===== config.mk =====
export PLATFORM = sky130hd
export DESIGN_NAME = me_control
export DESIGN_NICKNAME = d
export VERILOG_FILES = /design/src/rtl/me_control_pkg.sv /design/src/rtl/me_step_decode.sv /design/src/rtl/me_control.sv
export SDC_FILE = /design/constraint.sdc
export NUM_CORES = 1
export LEC_CHECK = 0
export CORE_UTILIZATION = 50
export DETAILED_ROUTE_END_ITERATION = 8
export GPL_ROUTABILITY_DRIVEN = 1
export PLACE_DENSITY = 0.8
export RECOVER_POWER = 50
export SLEW_MARGIN = 20
export SYNTH_ARGS = -nofsm -noshare
export SYNTH_HDL_FRONTEND = slang
export SYNTH_SLANG_ARGS = --single-unit
export TNS_END_PERCENT = 50

===== constraint.sdc =====
create_clock -name clock -period 4.1 [get_ports clock]
set_input_delay 0.615 -clock clock [delete_from_list [all_inputs] [get_ports clock]]
set_output_delay 0.615 -clock clock [all_outputs]
set_load 0.01 [all_outputs]

===== src/rtl/me_control_pkg.sv =====
// Shared types and constants for the motion-estimation array sequencer.
package me_control_pkg;

  // Block geometry: 16x16 reference block, one PE per horizontal displacement.
  localparam int BLK_LOG2 = 4;
  localparam int NPE      = 1 << BLK_LOG2;
  localparam int BLK_PIX  = NPE * NPE;

  // Step counter covers 4096 RUN steps plus 16 DRAIN steps.
  localparam int T_W = 13;
  typedef logic [T_W-1:0] step_t;

  localparam step_t RUN_LAST = step_t'(4095);
  localparam step_t T_LAST   = step_t'(4111);

  // Address widths: reference is {row, col}, search is {srow, col}.
  localparam int AR_W = 8;
  localparam int AS_W = 9;

  typedef enum logic [1:0] {
    IDLE  = 2'd0,
    RUN   = 2'd1,
    DRAIN = 2'd2,
    DONE  = 2'd3
  } state_t;

  // Everything the array and comparator see for one step.
  typedef struct packed {
    logic                mem_en;
    logic [AR_W-1:0]     addr_r;
    logic [AS_W-1:0]     addr_s;
    logic [NPE-1:0]      s1s2mux;
    logic [NPE-1:0]      new_dist;
    logic                cmp_valid;
    logic [BLK_LOG2-1:0] cmp_pe;
    logic [BLK_LOG2-1:0] cmp_v;
  } step_out_t;

endpackage


===== src/rtl/me_step_decode.sv =====
// Combinational map from step counter t (plus phase) to the control values
// the array, memories and comparator need for that step.
module me_step_decode
  import me_control_pkg::*;
(
  input  logic [T_W-1:0] t,
  input  logic           run,
  input  logic           drain,
  output step_out_t      o
);

  logic [BLK_LOG2-1:0] row;
  logic [BLK_LOG2-1:0] col;
  logic [BLK_LOG2-1:0] v;
  logic [4:0]          srow;
  logic                past_first_blk;
  logic                low_in_first_row;

  assign row  = t[7:4];
  assign col  = t[3:0];
  assign v    = t[11:8];
  // Search row never wraps: 0..30 fits in 5 bits.
  assign srow = {1'b0, v} + {1'b0, row};

  // t >= 256 means a full block has streamed through at least one PE.
  assign past_first_blk   = |t[T_W-1:8];
  // t[7:0] < 16: the step where one PE finishes its previous distance.
  assign low_in_first_row = (t[7:4] == 4'd0);

  // Per-step decode; addresses and mux only during RUN, distance control
  // continues through DRAIN so the last column of PEs can finish.
  always_comb begin
    // NOTE: default every field first so no path leaves a latch behind.
    o = '0;
    if (run) begin
      o.mem_en = 1'b1;
      o.addr_r = t[7:0];
      o.addr_s = {srow, col};
      for (int i = 0; i < NPE; i++) begin
        o.s1s2mux[i] = (col >= i[3:0]);
      end
    end
    if (run || drain) begin
      for (int i = 0; i < NPE; i++) begin
        o.new_dist[i] = (t[7:0] == i[7:0]);
      end
      if (past_first_blk && low_in_first_row) begin
        o.cmp_valid = 1'b1;
        o.cmp_pe    = col;
        // The completing distance belongs to the previous vertical offset;
        // in DRAIN v is 0, so this wraps to 15 as intended.
        o.cmp_v     = v - 4'd1;
      end
    end
  end

endmodule


===== src/rtl/me_control.sv =====
// Sequencer for the 16-PE motion-estimation array: walks one full-search pass
// (4096 RUN + 16 DRAIN steps) and drives registered array/memory/comparator
// controls for each step.
module me_control
  import me_control_pkg::*;
(
  input  logic                clock,
  input  logic                reset_n,
  input  logic                start,
  output logic                busy,
  output logic                done,
  output logic                mem_en,
  output logic [AR_W-1:0]     addrR,
  output logic [AS_W-1:0]     addrS1,
  output logic [AS_W-1:0]     addrS2,
  output logic [NPE-1:0]      S1S2mux,
  output logic [NPE-1:0]      newDist,
  output logic                cmp_valid,
  output logic [BLK_LOG2-1:0] cmp_pe,
  output logic [BLK_LOG2-1:0] cmp_v
);

  state_t    state;
  state_t    state_nxt;
  step_t     t;
  step_t     t_nxt;
  logic      run_nxt;
  logic      drain_nxt;
  step_out_t dec;

  // Next state and next step; outputs are decoded from these so that the
  // registered outputs line up with the step held in t.
  always_comb begin
    state_nxt = state;
    t_nxt     = t;
    unique case (state)
      IDLE: begin
        if (start) begin
          state_nxt = RUN;
          t_nxt     = '0;
        end
      end
      RUN: begin
        t_nxt = t + T_W'(1);
        if (t == RUN_LAST) begin
          state_nxt = DRAIN;
        end
      end
      DRAIN: begin
        if (t == T_LAST) begin
          state_nxt = DONE;
          t_nxt     = '0;
        end else begin
          t_nxt = t + T_W'(1);
        end
      end
      DONE: begin
        state_nxt = IDLE;
        t_nxt     = '0;
      end
      default: begin
        state_nxt = IDLE;
        t_nxt     = '0;
      end
    endcase
  end

  assign run_nxt   = (state_nxt == RUN);
  assign drain_nxt = (state_nxt == DRAIN);

  me_step_decode u_decode (
    .t     (t_nxt),
    .run   (run_nxt),
    .drain (drain_nxt),
    .o     (dec)
  );

  // State, step counter and all registered outputs; reset clears everything.
  always_ff @(posedge clock or negedge reset_n) begin
    if (!reset_n) begin
      // NOTE: sequential state uses non-blocking assignments so every register
      // samples the pre-edge values regardless of statement order.
      state     <= IDLE;
      t         <= '0;
      busy      <= 1'b0;
      done      <= 1'b0;
      mem_en    <= 1'b0;
      addrR     <= '0;
      addrS1    <= '0;
      addrS2    <= '0;
      S1S2mux   <= '0;
      newDist   <= '0;
      cmp_valid <= 1'b0;
      cmp_pe    <= '0;
      cmp_v     <= '0;
    end else begin
      state     <= state_nxt;
      t         <= t_nxt;
      busy      <= run_nxt || drain_nxt;
      done      <= (state_nxt == DONE);
      mem_en    <= dec.mem_en;
      addrR     <= dec.addr_r;
      addrS1    <= dec.addr_s;
      addrS2    <= dec.addr_s;
      S1S2mux   <= dec.s1s2mux;
      newDist   <= dec.new_dist;
      cmp_valid <= dec.cmp_valid;
      cmp_pe    <= dec.cmp_pe;
      cmp_v     <= dec.cmp_v;
    end
  end

endmodule

==> impl_metrics.json, run 1 <==
{
  "outcome": "finished with violations",
  "violations": "max-capacitance violations, max-slew violations",
  "hold-path-cell-count": 2,
  "fmax_ghz": 0.288,
  "avgSynthCellArea_um2": 10.8,
  "crit_path_end_kind": "flip-flop",
  "cp.arrival_ns": 3.75,
  "maxSlewHeadroom_pct": -50.0,
  "hold_viol_final": 0,
  "min-delay-start": "t[7]$_DFF_PN0_",
  "period_share_pct": 84.7,
  "reg2reg_depth": 10,
  "vias": 2507,
  "critPathMaxFanout": 10,
  "synthTopCellsByArea": "dfrtp_1 (56%), nor3_1 (3.8%), buf_4 (3.5%)",
  "worst_pin_slew_ns": 2.25,
  "hold-worst-slack_ns": 0.666,
  "synth_area_um2": 3200,
  "cp.required_ns": 4.37,
  "place_ws_ns": 0.685,
  "min_period_ns": 3.47,
  "cts-buffers-inserted": 9,
  "criticalPathCategory": "flip-flop to flip-flop",
  "rrSetupSlack_ns": 0.63,
  "multi_input_area_um2": 1190,
  "fin_tns_setup_ns": 0,
  "drc": 0,
  "num_antenna_cells": 0,
  "vdd.ir_drop.worst_mv": 0.243,
  "cts_sinks": 71,
  "dpl.hpwl_um": 5070,
  "drive_gt1_share_pct": 8.24,
  "vias_per_cell": 5.71,
  "synth_edf_count": 0,
  "whs_endpoint": "t[7]$_DFF_PN0_",
  "r2r-end": "addrS2[7]$_DFF_PN0_",
  "final_area_um2": 4100,
  "wire_per_inst_um": 16.2,
  "synth_ff_type": "dfrtp_1",
  "yosysWarningCount": 0,
  "synth_cell_types": 53,
  "die_x_um": 82.0,
  "rows": 28,
  "rsz0062_at_grt": "false",
  "grt_remaining_overflow": 0,
  "synth_fp_nets": 308,
  "finalSetupViolCount": 0,
  "postCtsHoldBufs": 0,
  "final.setup_skew_ns": 0.0149,
  "clk_pin_slew_worst_paths_ns": 0.07,
  "grt_pass1_vias": 2308,
  "drt-total-wl_um": 7120,
  "nFillCells": 466,
  "die-area_um2": 6720,
  "grt_max_degree": 46,
  "numPortBuffers": 72,
  "drv_slew": 46,
  "antenna_found_initial": 0,
  "place_area_um2": 3880,
  "grt_usage_pct": 23.0,
  "yosysTopAreaCell": "dfrtp_1",
  "min_path_type": "flip-flop to flip-flop",
  "cts_resized": 0,
  "coreArea_um2": 6060,
  "r2r-start": "t[0]$_DFF_PN0_",
  "ys_seq_area_share_pct": 55.6,
  "worst_slack_ns": 0.626,
  "async_flop_share_pct": 100,
  "antenna_left": 0,
  "power_density_nw_per_um2": 324,
  "leakage_uw": 0.00188,
  "cts_tree": "done",
  "clkLatencyLatePin_ns": 0.35,
  "fp.dieH_um": 82.0,
  "cp-start-kind": "flip-flop",
  "syn-instance-count": 296,
  "area.sequential_um2": 1780,
  "start_util_pct": 52.7,
  "area_growth_pct": 28.2,
  "synth-seq-cells": 71,
  "cts_max_level": 3,
  "grt_pass1_wl_um": 11200,
  "drt-initial-drc-count": 179,
  "max_cap_viol_count": 1,
  "gp_congestion": 0.878,
  "cts.path.max_buffers": 2,
  "cts-root-buf": "clkbuf_8",
  "drtPass1Iterations": 4,
  "synth_top_area_share_pct": 55.6,
  "io_pins": 73,
  "cts_setup_buffers": 0,
  "fin_nets": 371
}
[critical path, stage by stage (launching register included)]
cell and delay (ns):
dfrtp_1 0.43, ha_1 0.27, and3_1 0.31, a41oi_1 0.37, nor2_2 0.14, o21ai_0 0.63
ha_1 0.31, nand2_1 0.07, or3_1 0.32, or3b_2 0.45, nand4_1 0.10
[state kept, by name, indices dropped and copies added (netlist names)]
register   cells
cmp_v          4
done           1
newDist       16
t             13
state          2
cmp_valid      1
busy           1
S1S2mux       16
cmp_pe         4
addrS2         9
addrR          4
[how the worst max path moves through the flow]
stage | startpoint | end | slack, ns | cells past startpoint
after global routing | t[0]$_DFF_PN0_ | addrS2[7]$_DFF_PN0_ | 0.32 | 11
after global placement | t[0]$_DFF_PN0_ | addrS2[7]$_DFF_PN0_ | 0.76 | 11
after CTS | t[0]$_DFF_PN0_ | addrS2[7]$_DFF_PN0_ | 0.66 | 11
after floorplan | t[0]$_DFF_PN0_ | addrS2[7]$_DFF_PN0_ | 1.07 | 11
final | t[0]$_DFF_PN0_ | addrS2[7]$_DFF_PN0_ | 0.63 | 10
after detailed placement | t[0]$_DFF_PN0_ | addrS2[7]$_DFF_PN0_ | 0.68 | 11
[power by group]
group	internal [µW]	switching [µW]	total, µW
sequential	700	0	700
combinational	1.61	13.3	14.9
clock	346	268	613
[Yosys cell counts (6+ instances only)]
| cell type | n |
|---|---|
| inv_1 | 16 |
| o21ai_0 | 10 |
| nand4_1 | 6 |
| dfrtp_1 | 71 |
| buf_4 | 15 |
| nand2_1 | 26 |
| a21oi_1 | 8 |
| o22ai_1 | 6 |
| nor4_1 | 8 |
| nor2_1 | 12 |
| clkbuf_1 | 9 |
| nor3_1 | 24 |
| o211ai_1 | 7 |
| and2_1 | 7 |
| ha_1 | 8 |
[metrics by stage]
stage / utilization [%] / cells / total power [µW]
2_1_floorplan: - / 296 / 714
3_3_place_gp: 64.1 / 423 / 730
3_5_place_dp: 64.1 / 423 / 730
4_1_cts: 67.7 / 439 / 1340
5_1_grt: 67.6 / 439 / 1370
6_report: 67.6 / 439 / 1330
[kinds of logic (layout without fill, tap and decap cells)]
group,Yosys count,after routing,synth area share (%)
simple gates,109,109,19.0
compound gates,58,58,12.7
flops,71,71,55.6
fa+ha+maj,9,9,3.76
mux,2,2,0.626
buf+inv,43,111,7.28
xor+xnor,4,4,1.10
[cells in the final DEF (no fill, tap or decap), types with 7 or more instances in the layout]
cell,n
a21oi_1,8
dfrtp_1,71
clkdlybuf4s50_1,36
o21ai_0,10
nand2_1,26
nor2_1,12
inv_1,16
nor4_1,8
and2_1,7
dlygate4sd3_1,35
nor3_1,24
clkbuf_8,9
ha_1,8
o211ai_1,7
[cell type report]
type | instances | share of cell area (%)
flip-flops and latches | 71 | 43.4
repair buffers | 78 | 18.4
clock buffers | 10 | 3.11
inverters | 17 | 1.56
well taps | 75 | 2.29
clock inverters | 6 | 2.26
multi-input cells | 182 | 29.0
[per-layer routing]
metal | wire length [µm] | track usage [%]
met1 | 3150 | 31.6
met2 | 3410 | 34.8
met3 | 467 | 5.56
met4 | 96 | 9.65
met5 | 0 | 0
(Power assumes the default switching activity.)
==> run 2, diff against run 1 <==
- CORE_UTILIZATION: 50 -> 45
- PLACE_DENSITY: 0.8 -> 0.76
- clock period: 4.1 -> 3 ns (I/O delays scaled with it)
==> impl_metrics.json, run 2 (synthesized netlist as in run 1, its figures left out) <==
{
  "outcome": "finished with violations",
  "violations": "max-capacitance violations, max-slew violations",
  "cts-buffers-inserted": 9,
  "drv_slew": 31,
  "max_cap_viol_count": 1,
  "area_growth_pct": 33.4,
  "drt-initial-drc-count": 227,
  "p_clk_share_pct": 41.3,
  "io_pins": 73,
  "nFillCells": 584,
  "cts_setup_buffers": 0,
  "grt_max_degree": 43,
  "grt_remaining_overflow": 0,
  "finalSetupViolCount": 0,
  "hold-worst-slack_ns": 0.491,
  "hold_viol_final": 0,
  "cp.arrival_ns": 3.15,
  "final_cell_mix": "dfrtp_1 (71), clkdlybuf4s50_1 (38), dlygate4sd3_1 (33)",
  "critPathMaxFanout": 7,
  "layout_commonest_cell": "dfrtp_1",
  "wire_per_inst_um": 15.8,
  "dpl.cell_count": 464,
  "power_density_nw_per_um2": 390,
  "min_path_type": "input port to async pin",
  "rrSetupSlack_ns": 0.12,
  "pwr-share-comb_pct": 1.2,
  "vias": 2576,
  "leakage_uw": 0.00196,
  "top_regs": "S1S2mux (16), newDist (16), t (13)",
  "cts_tree": "done",
  "final_area_um2": 4270,
  "grt_pass1_vias": 2418,
  "cp.required_ns": 3.27,
  "cts_max_level": 3,
  "cp-start-kind": "flip-flop",
  "final.setup_skew_ns": 0.0126,
  "drtPass1Iterations": 5,
  "num_antenna_cells": 0,
  "fin_nets": 391,
  "worst_pin_slew_ns": 1.58,
  "antenna_left": 0,
  "cts_sinks": 71,
  "drc": 0,
  "fmax_ghz": 0.348,
  "cpMaxStageDelayCell": "or3b_2",
  "criticalPathCategory": "flip-flop to flip-flop",
  "antenna_found_initial": 0,
  "clkLatencyLatePin_ns": 0.34,
  "cp_cell_sequence": "ha_1, and3_2, a41o_2, a211oi_1, o22ai_1, inv_1, ha_1, or3_1, or3b_2, nand4_1",
  "final_cells": 480,
  "period_share_pct": 95.9,
  "dpl.hpwl_um": 5470,
  "reg2reg_depth": 10,
  "fp.dieH_um": 86.3,
  "min_period_ns": 2.88,
  "crit_path_end_kind": "flip-flop",
  "coreArea_um2": 6830,
  "cts-root-buf": "clkbuf_8",
  "start_util_pct": 46.8,
  "max_stage_delay_ns": 0.45,
  "rows": 30,
  "cts.path.max_buffers": 2,
  "numPortBuffers": 72,
  "die-area_um2": 7450,
  "p_sw_uw": 381,
  "crit_top_cell": "ha_1",
  "grt_usage_pct": 21.5,
  "gp_congestion": 0.874,
  "place_area_um2": 4070,
  "die_x_um": 86.3,
  "drt-total-wl_um": 7580,
  "power_frac_seq_pct": 57.5,
  "vdd.ir_drop.worst_mv": 0.260,
  "vias_per_cell": 5.37,
  "grt_pass1_wl_um": 11900,
  "drive_gt1_share_pct": 14.8,
  "maxSlewHeadroom_pct": -5.64,
  "switching_share_pct": 22.9,
  "internal_power_uw": 1280,
  "clk_pin_slew_worst_paths_ns": 0.08
}
run 2: cell types whose count changed in the layout (fill, tap and decap cells not counted), sizes merged:
cell / previous run / this run
buf: 5 / 24
clkinv: 2 / 5
dlygate4sd3: 35 / 33
bufinv: 2 / 0
clkdlybuf4s50: 36 / 38
clkinvlp: 2 / 1
clkbuf: 12 / 13
run 2: final cells by class:
type                       instances  area [µm²]  area share [%]
sequential                        71        1780            41.7
multi-input combinational        182        1220            28.5
timing repair buffer              98         907            21.3
clock buffer                      10         138            3.23
tap                               96         120            2.82
inverter                          17        63.8            1.50
clock inverter                     6        43.8            1.03
run 2: through the flow:
stage	power, µW	utilization [%]	setup WS (ns)	TNS [ns]
final	1660	62.4	0.123	0
after detailed placement	1000	59.6	0.0655	0
after CTS	1690	62.3	0.0355	0
after floorplan	976	-	0.0508	0
after global routing	1730	62.4	-0.00761	-0.00761
after global placement	1000	59.6	0.122	0
run 2: power groups by stage:
stage / registers (µW) / clock network (µW) / logic [µW]
after floorplan: 975 / 0 / 0.795
after global placement: 975 / 0 / 24.7
after detailed placement: 975 / 0 / 25.6
after CTS: 956 / 704 / 25.6
after global routing: 956 / 748 / 25.5
final: 956 / 687 / 20.7
run 2: path summary, 6_finish.rpt:
kind / end / startpoint
max in group asynchronous: t[12]$_DFF_PN0_ / reset_n
worst min register to register: t[7]$_DFF_PN0_ / t[7]$_DFF_PN0_
min in group clock: t[7]$_DFF_PN0_ / t[7]$_DFF_PN0_
worst max register to register: addrS2[7]$_DFF_PN0_ / t[1]$_DFF_PN0_
worst min-delay path: S1S2mux[8]$_DFF_PN0_ / reset_n
worst max-delay path: addrS2[7]$_DFF_PN0_ / t[1]$_DFF_PN0_
run 2: metal layers:
| metal | track usage, % | wire (µm) |
|---|---|---|
| met3 | 5.43 | 419 |
| met2 | 32.6 | 3620 |
| met5 | 0 | 0 |
| met4 | 8.18 | 131 |
| met1 | 29.7 | 3410 |
run 2: worst max-delay path, delay by kind of cell (launching register included):
kind / cells / cell delay (ns)
compound gates: 3 / 0.67
fa+ha+maj: 2 / 0.45
buf+inv: 1 / 0.09
flops: 1 / 0.41
simple gates: 4 / 1.19
run 2: what timing repair did:
item / in CTS / in global routing
gates resized for setup: 0 / 6
hold buffers: 0 / 0
setup endpoints to repair: 0 / 1
